<file path="src/rtl/gf_mul_seq.sv">
// gf_mul_seq: iterative multi-lane GF(2^8) multiplier.
// Each byte lane computes a*b mod POLY using MSB-first shift-and-add (Horner).
// One multiplier bit is consumed per cycle, so every product takes eight
// steps. Each byte lane is independent and arithmetic is carry-less, so no
// carry ever passes from one lane to the next.
// Handshakes: valid/ready on the operand side and on the result side.

module gf_mul_seq #(
    parameter int         LANES = 4,
    parameter logic [8:0] POLY  = 9'h11B
) (
    input  logic                 clk,
    input  logic                 rst_n,
    input  logic                 in_valid,
    output logic                 in_ready,
    input  logic [8*LANES-1:0]   in_a,
    input  logic [8*LANES-1:0]   in_b,
    output logic                 out_valid,
    input  logic                 out_ready,
    output logic [8*LANES-1:0]   out_p,
    output logic                 busy
);

    // Reduction constant: the polynomial without its implicit x^8 term.
    localparam logic [7:0] RED_C = POLY[7:0];

    typedef enum logic [1:0] {
        ST_IDLE = 2'd0,
        ST_RUN  = 2'd1,
        ST_DONE = 2'd2
    } state_t;

    state_t               state_q;
    logic [8*LANES-1:0]   a_q;
    logic [8*LANES-1:0]   b_q;
    logic [8*LANES-1:0]   p_q;
    logic [8*LANES-1:0]   p_d;
    logic [2:0]           cnt_q;
    // Cleared by reset so in_ready stays low for the cycle that follows a
    // reset edge, and is raised by the first edge with rst_n high.
    logic                 ready_q;
    logic                 accept_s;

    // Multiply by x in GF(2^8): shift left, fold the carried-out bit back in.
    function automatic logic [7:0] xtime(input logic [7:0] x);
        return {x[6:0], 1'b0} ^ (x[7] ? RED_C : 8'h00);
    endfunction

    // One Horner step per lane: p = x*p + (current multiplier bit ? a : 0).
    always_comb begin
        p_d = '0;
        for (int i = 0; i < LANES; i++) begin
            p_d[8*i +: 8] = xtime(p_q[8*i +: 8])
                          ^ (b_q[8*i + int'(cnt_q)] ? a_q[8*i +: 8] : 8'h00);
        end
    end

    // in_ready never looks at in_valid; in DONE it follows out_ready so a new
    // operation can start on the same edge the result is taken.
    assign in_ready  = ready_q & ((state_q == ST_IDLE) |
                                 ((state_q == ST_DONE) & out_ready));
    assign accept_s  = in_valid & in_ready;
    assign out_valid = (state_q == ST_DONE);
    assign busy      = (state_q == ST_RUN);
    assign out_p     = p_q;

    // Control FSM and datapath registers, synchronous active-low reset.
    always_ff @(posedge clk) begin
        if (!rst_n) begin
            state_q <= ST_IDLE;
            a_q     <= '0;
            b_q     <= '0;
            p_q     <= '0;
            cnt_q   <= 3'd0;
            ready_q <= 1'b0;
        end else begin
            ready_q <= 1'b1;
            case (state_q)
                ST_IDLE: begin
                    if (accept_s) begin
                        a_q     <= in_a;
                        b_q     <= in_b;
                        p_q     <= '0;
                        cnt_q   <= 3'd7;
                        state_q <= ST_RUN;
                    end else begin
                        state_q <= ST_IDLE;
                    end
                end
                ST_RUN: begin
                    p_q   <= p_d;
                    cnt_q <= cnt_q - 3'd1;
                    // The step taken with cnt==0 consumes bit 0 and is final.
                    if (cnt_q == 3'd0) begin
                        state_q <= ST_DONE;
                    end else begin
                        state_q <= ST_RUN;
                    end
                end
                ST_DONE: begin
                    if (out_ready) begin
                        if (accept_s) begin
                            a_q     <= in_a;
                            b_q     <= in_b;
                            p_q     <= '0;
                            cnt_q   <= 3'd7;
                            state_q <= ST_RUN;
                        end else begin
                            state_q <= ST_IDLE;
                        end
                    end else begin
                        state_q <= ST_DONE;
                    end
                end
                default: begin
                    state_q <= ST_IDLE;
                end
            endcase
        end
    end

endmodule

</file>
<file path="config.mk">
export PLATFORM = sky130hd
export DESIGN_NAME = gf_mul_seq
export DESIGN_NICKNAME = d
export VERILOG_FILES = /design/src/rtl/gf_mul_seq.sv
export SDC_FILE = /design/constraint.sdc
export NUM_CORES = 1
export LEC_CHECK = 0
export ABC_CLOCK_PERIOD_IN_PS = 5750
export BUFFER_PORTS_ARGS = -buffer_cell sky130_fd_sc_hd__buf_2
export CORE_MARGIN = 10
export CORE_UTILIZATION = 35
export CTS_CLUSTER_DIAMETER = 120
export CTS_CLUSTER_SIZE = 16
export DETAILED_ROUTE_END_ITERATION = 10
export PLACE_DENSITY = 0.52
export RECOVER_POWER = 25
export SYNTH_ARGS = -nofsm -noshare
export SYNTH_HDL_FRONTEND = slang
export SYNTH_SLANG_ARGS = --single-unit
</file>
<file path="constraint.sdc">
create_clock -name clk -period 5.75 [get_ports clk]
set_input_delay 0.8625 -clock clk [delete_from_list [all_inputs] [get_ports clk]]
set_output_delay 0.8625 -clock clk [all_outputs]
set_load 0.05 [all_outputs]
</file>
# Word level (Yosys, flattened, before mapping)
# Index checks and enable logic that the tools add are counted.
# totals
in_bits	68
elab_cells	71
register_bits	102
# op_classes
order_cmp	4
n_addsub	4
eq_ne	3
reduce_logical	6
muxes	36
bitwise_logic	12
# op_table
operator	count
32-bit 2-to-1 mux	6
32-bit one-hot mux with 2 select lines	2
32-bit one-hot mux with 3 select lines	1
8-bit 2-to-1 mux	4
8-bit by 5-bit bitwise XOR with 8-bit output	4
8-bit bitwise XOR	4
5-bit 2-to-1 mux	4
1-bit binary-select mux with 5-bit select	3
5-bit by 3-bit adder with 6-bit output (first input constant)	2
6-bit less-than comparator (second input constant)	2
1-bit 2-to-1 mux	9
3-bit one-hot mux with 3 select lines	1
3-bit by 6-bit less-than comparator with 1-bit output (second input constant)	1
5-bit by 6-bit less-than comparator with 1-bit output (second input constant)	1
3-bit 2-to-1 mux	2
2-bit one-hot mux with 3 select lines	1
4-bit by 3-bit adder with 5-bit output (first input constant)	1
2-bit 2-to-1 mux	2
2-bit AND reduction	2
1-bit bitwise AND	3
1-bit binary-select mux with 3-bit select	1
3-bit zero test	1
3-bit nonzero test	1
3-bit by 1-bit subtractor with 3-bit output (second input constant)	1
other kinds (6)	6

# Logic depth before layout (Yosys ltp)
# depth
word_depth	8
mapped_depth	7
ltp_nobuf	5

# Least setup slack after synthesis
# Ideal clock, no wire load.
# synth_timing
kind	input to output
start	input port out_ready
end	output port in_ready
stages	2
arrival_time_ns	2.049
required_time_ns	4.888
n_path_buf	0
setup_slack_ns	2.838
cell_sequence	nor2b_1 -> nor3b_1
# synth_between
elab_chain_cells	3
# synth_rtl
item	line_no	text
start: declaration	19	input logic out_ready,
1-bit bitwise AND	61	((state_q == ST_DONE) & out_ready));
1-bit bitwise OR	60	assign in_ready = ready_q & ((state_q == ST_IDLE) |
1-bit bitwise AND	60	
end: declaration	15	output logic in_ready,
# No other way between the ends.

# Worst setup path after layout
# layout_timing
start	input port rst_n
end	register cnt_q[1]
# layout_lines
item	line_no	text
start: declaration	13	input logic rst_n,
end signal: assignment	92	cnt_q <= cnt_q - 3'd1;
end: declaration	38	logic [2:0] cnt_q;
# No word-level cell between the ends.

==> flow_metrics.py <==
metrics = {
    "yosys": {
        "synth_cell_types": 36,
        "ys_warn_count": 0,
        "ys.flop_type": "dfxtp_1",
        "syn-cell-area_mm2": 0.004861,
        "synthCells": 470,
        "avgSynthCellArea_um2": 10.34,
        "synth_edf_count": 0,
        "synth_top_area_cell": "dfxtp_1",
        "synthTopCellsByArea": "dfxtp_1 (42%), mux2i_1 (18%), nor2_1 (5.0%)",
        "yosysSeqAreaShare_pct": 42.01,
        "ys_ff_latch": 102,
        "synth_top_cell_area_share_pct": 42.01,
        "synth_common_cells": "dfxtp_1 (102), mux2i_1 (85), nor2_1 (65)",
        "yosysMostFrequentCell": "dfxtp_1",
        "synthArstFlopShare_pct": 0,
        "synth_nets": 540,
    },
    "setup_path": {
        "crit_type": "in2reg",
        "crit_arrival_ns": 3.40,
        "r2r_cells": 5,
        "endpoint_kind": "flop",
        "crit_required_ns": 5.97,
        "cp_cell_sequence": "clkbuf_1 > inv_1 > a221oi_1",
        "cpPeakStageDelay_ns": 1.23,
        "cp_max_fo": 68,
        "crit_path_start_kind": "primary input",
        "slowest_stage": "inv_1",
    },
    "global_route": {
        "grt-ovfl-total": 0,
        "grt_usage_pct": 12.96,
        "grt_pass1_vias": 3584,
        "grt_antenna_before_repair": 0,
        "grt_pass1_wl_um": 19320,
        "grt_max_degree": 69,
    },
    "floorplan": {
        "initial_utilization_pct": 35.43,
        "coreArea_mm2": 0.01372,
        "design.die.area_mm2": 0.01900,
        "die_x_um": 137.9,
        "ioPinCount": 103,
        "fp.dieH_um": 137.9,
        "rows": 43,
    },
    "final_layout": {
        "syn2layout_area_growth_pct": 16.83,
        "antenna_cells": 0,
        "layout-drive-gt1-share_pct": 22.46,
        "fillerInstances": 1379,
        "stdcell_count": 732,
        "fin_nets": 617,
        "finalInstanceArea_mm2": 0.005679,
        "utilization_pct": 41.40,
    },
    "pwr": {
        "power_density_mw_per_mm2": 279.6,
        "leakage_nw": 2.668,
        "worst_ir_drop_vdd_uv": 177.0,
        "finalPower_mw": 1.588,
    },
    "clock_tree": {
        "cts_htree_levels": 3,
        "cts-root-buf": "clkbuf_16",
        "hold_buffers": 0,
        "cts_setup_buffers": 0,
        "cts.path.max_buffers": 2,
        "clk_latency_ns": 0.35,
        "cts_buffers": 9,
        "cts_resized": 0,
        "cts_sinks": 102,
        "cts_tree": "built",
        "cts.clk_slew.worst_paths_ns": 0.06,
    },
    "timing": {
        "rsz0062_at_grt": "false",
        "setup_viol": 0,
        "layout_min_cycle_time_ns": 3.180,
        "fin_tns_setup_ns": 0,
        "slew_headroom_pct": -43.24,
        "tightest_slew_ns": 2.146,
        "maxSlewViolCount": 69,
        "fmax_ghz": 0.3145,
        "timing_hold_violations_final": 0,
        "min_period_over_period_pct": 55.30,
        "worst_clock_skew_ns": 0.007946,
    },
    "routing": {
        "first_pass_iters": 4,
        "ant_nets": 0,
        "drtIter0Drc": 177,
        "wl_per_cell_um": 16.69,
        "viasPerCell": 4.995,
        "vias": 3656,
        "postRouteWirelength_um": 12210,
        "drc": 0,
    },
    "outcome": {
        "violations": "capacitance limit, slew limit",
        "status": "finished, violations left",
    },
    "hold_path": {
        "hp-class": "reg2reg",
        "holdPathStages": 2,
    },
    "place": {
        "routabilityCongestion": 0.7412,
        "dpl.cell_count": 716,
        "place_area_mm2": 0.005404,
        "io_buffers": 102,
        "hpwl_um": 8670,
    },
    "job": {
        "drv_cap": 1,
    },
}
## state kept, by name, summed over array words and instances (netlist names)
signal,count
cnt_q,3
a_q,32
ready_q,1
out_p,32
state_q,2
b_q,32
## path summary, 6_finish.rpt
kind,to,slack (ns),startpoint
setup / recovery,cnt_q[1],2.57,rst_n
hold / removal,b_q[28],0.49,b_q[28]
setup reg to reg,a_q[10],3.21,state_q[1]
hold reg to reg,b_q[28],0.49,b_q[28]
## per-layer routing
layer | routed length (um) | vias to the layer above | global-route usage, % | part of all wire [%]
met5 | 0 | - | 0 | 0
met4 | 172 | 0 | 3.940 | 1.4
met3 | 859 | 13 | 4.928 | 7.0
met2 | 5715 | 88 | 20.68 | 47
met1 | 5468 | 1744 | 15.84 | 45
li1 | - | 1811 | - | -
## cell usage in the layout (no fill, tap or decap)
| cell type | instances |
|---|---|
| nand2_1 | 22 |
| and3_4 | 12 |
| mux2i_1 | 85 |
| mux2_4 | 4 |
| o31ai_2 | 12 |
| a32oi_1 | 1 |
| and3b_1 | 1 |
| and2_1 | 2 |
| buf_4 | 3 |
| nor2_1 | 65 |
| clkbuf_8 | 1 |
| bufinv_16 | 2 |
| nand3_1 | 12 |
| ha_1 | 2 |
| nand3b_1 | 20 |
| dfxtp_1 | 102 |
| nor3b_1 | 21 |
| xor2_1 | 12 |
| a211o_1 | 20 |
| nand4bb_4 | 1 |
| a21o_1 | 1 |
| o21ai_0 | 1 |
| a221oi_1 | 2 |
| buf_2 | 69 |
| nand2b_1 | 1 |
| nor2b_1 | 3 |
| bufinv_8 | 1 |
| clkbuf_1 | 35 |
| inv_1 | 5 |
| clkbuf_16 | 9 |
| mux4_2 | 8 |
| xnor2_1 | 1 |
| clkinv_2 | 2 |
| a21oi_1 | 14 |
## worst max-delay path: cells and delay by family
| family | cells | cell delay (ns) |
|---|---|---|
| compound gates | 1 | 0.57 |
| buf+inv | 2 | 1.94 |
## metrics by stage
step                      hold slack [ns]  setup WS [ns]
after detailed placement           0.4809          2.691
after CTS                          0.4982          3.069
after floorplan                    0.4578          2.838
after global routing               0.5077          2.164
final                              0.4931          2.571
after global placement             0.4687          2.758
## cells by family after synthesis
logic type | share of synthesized area (%)
simple gates | 18.25
flops | 42.01
mux | 22.45
compound gates | 8.932
buf+inv | 5.508
xor+xnor | 2.342
fa+ha+maj | 0.5147
## power breakdown
part	switching (mW)	internal (mW)	total, mW
logic	0.0942	0.0809	0.175
registers	0.0254	0.734	0.760
clock network	0.261	0.392	0.653
## area by class of cell
type / count / area (um^2) / area share (%)
clock inverter: 4 / 70.07 / 1.234
timing repair buffer: 105 / 491.7 / 8.658
tap: 180 / 225.2 / 3.966
inverter: 6 / 36.28 / 0.6389
clock buffer: 12 / 246.5 / 4.340
multi-input combinational: 323 / 2567 / 45.21
sequential: 102 / 2042 / 35.96
Power figures use the tool's default switching activity.
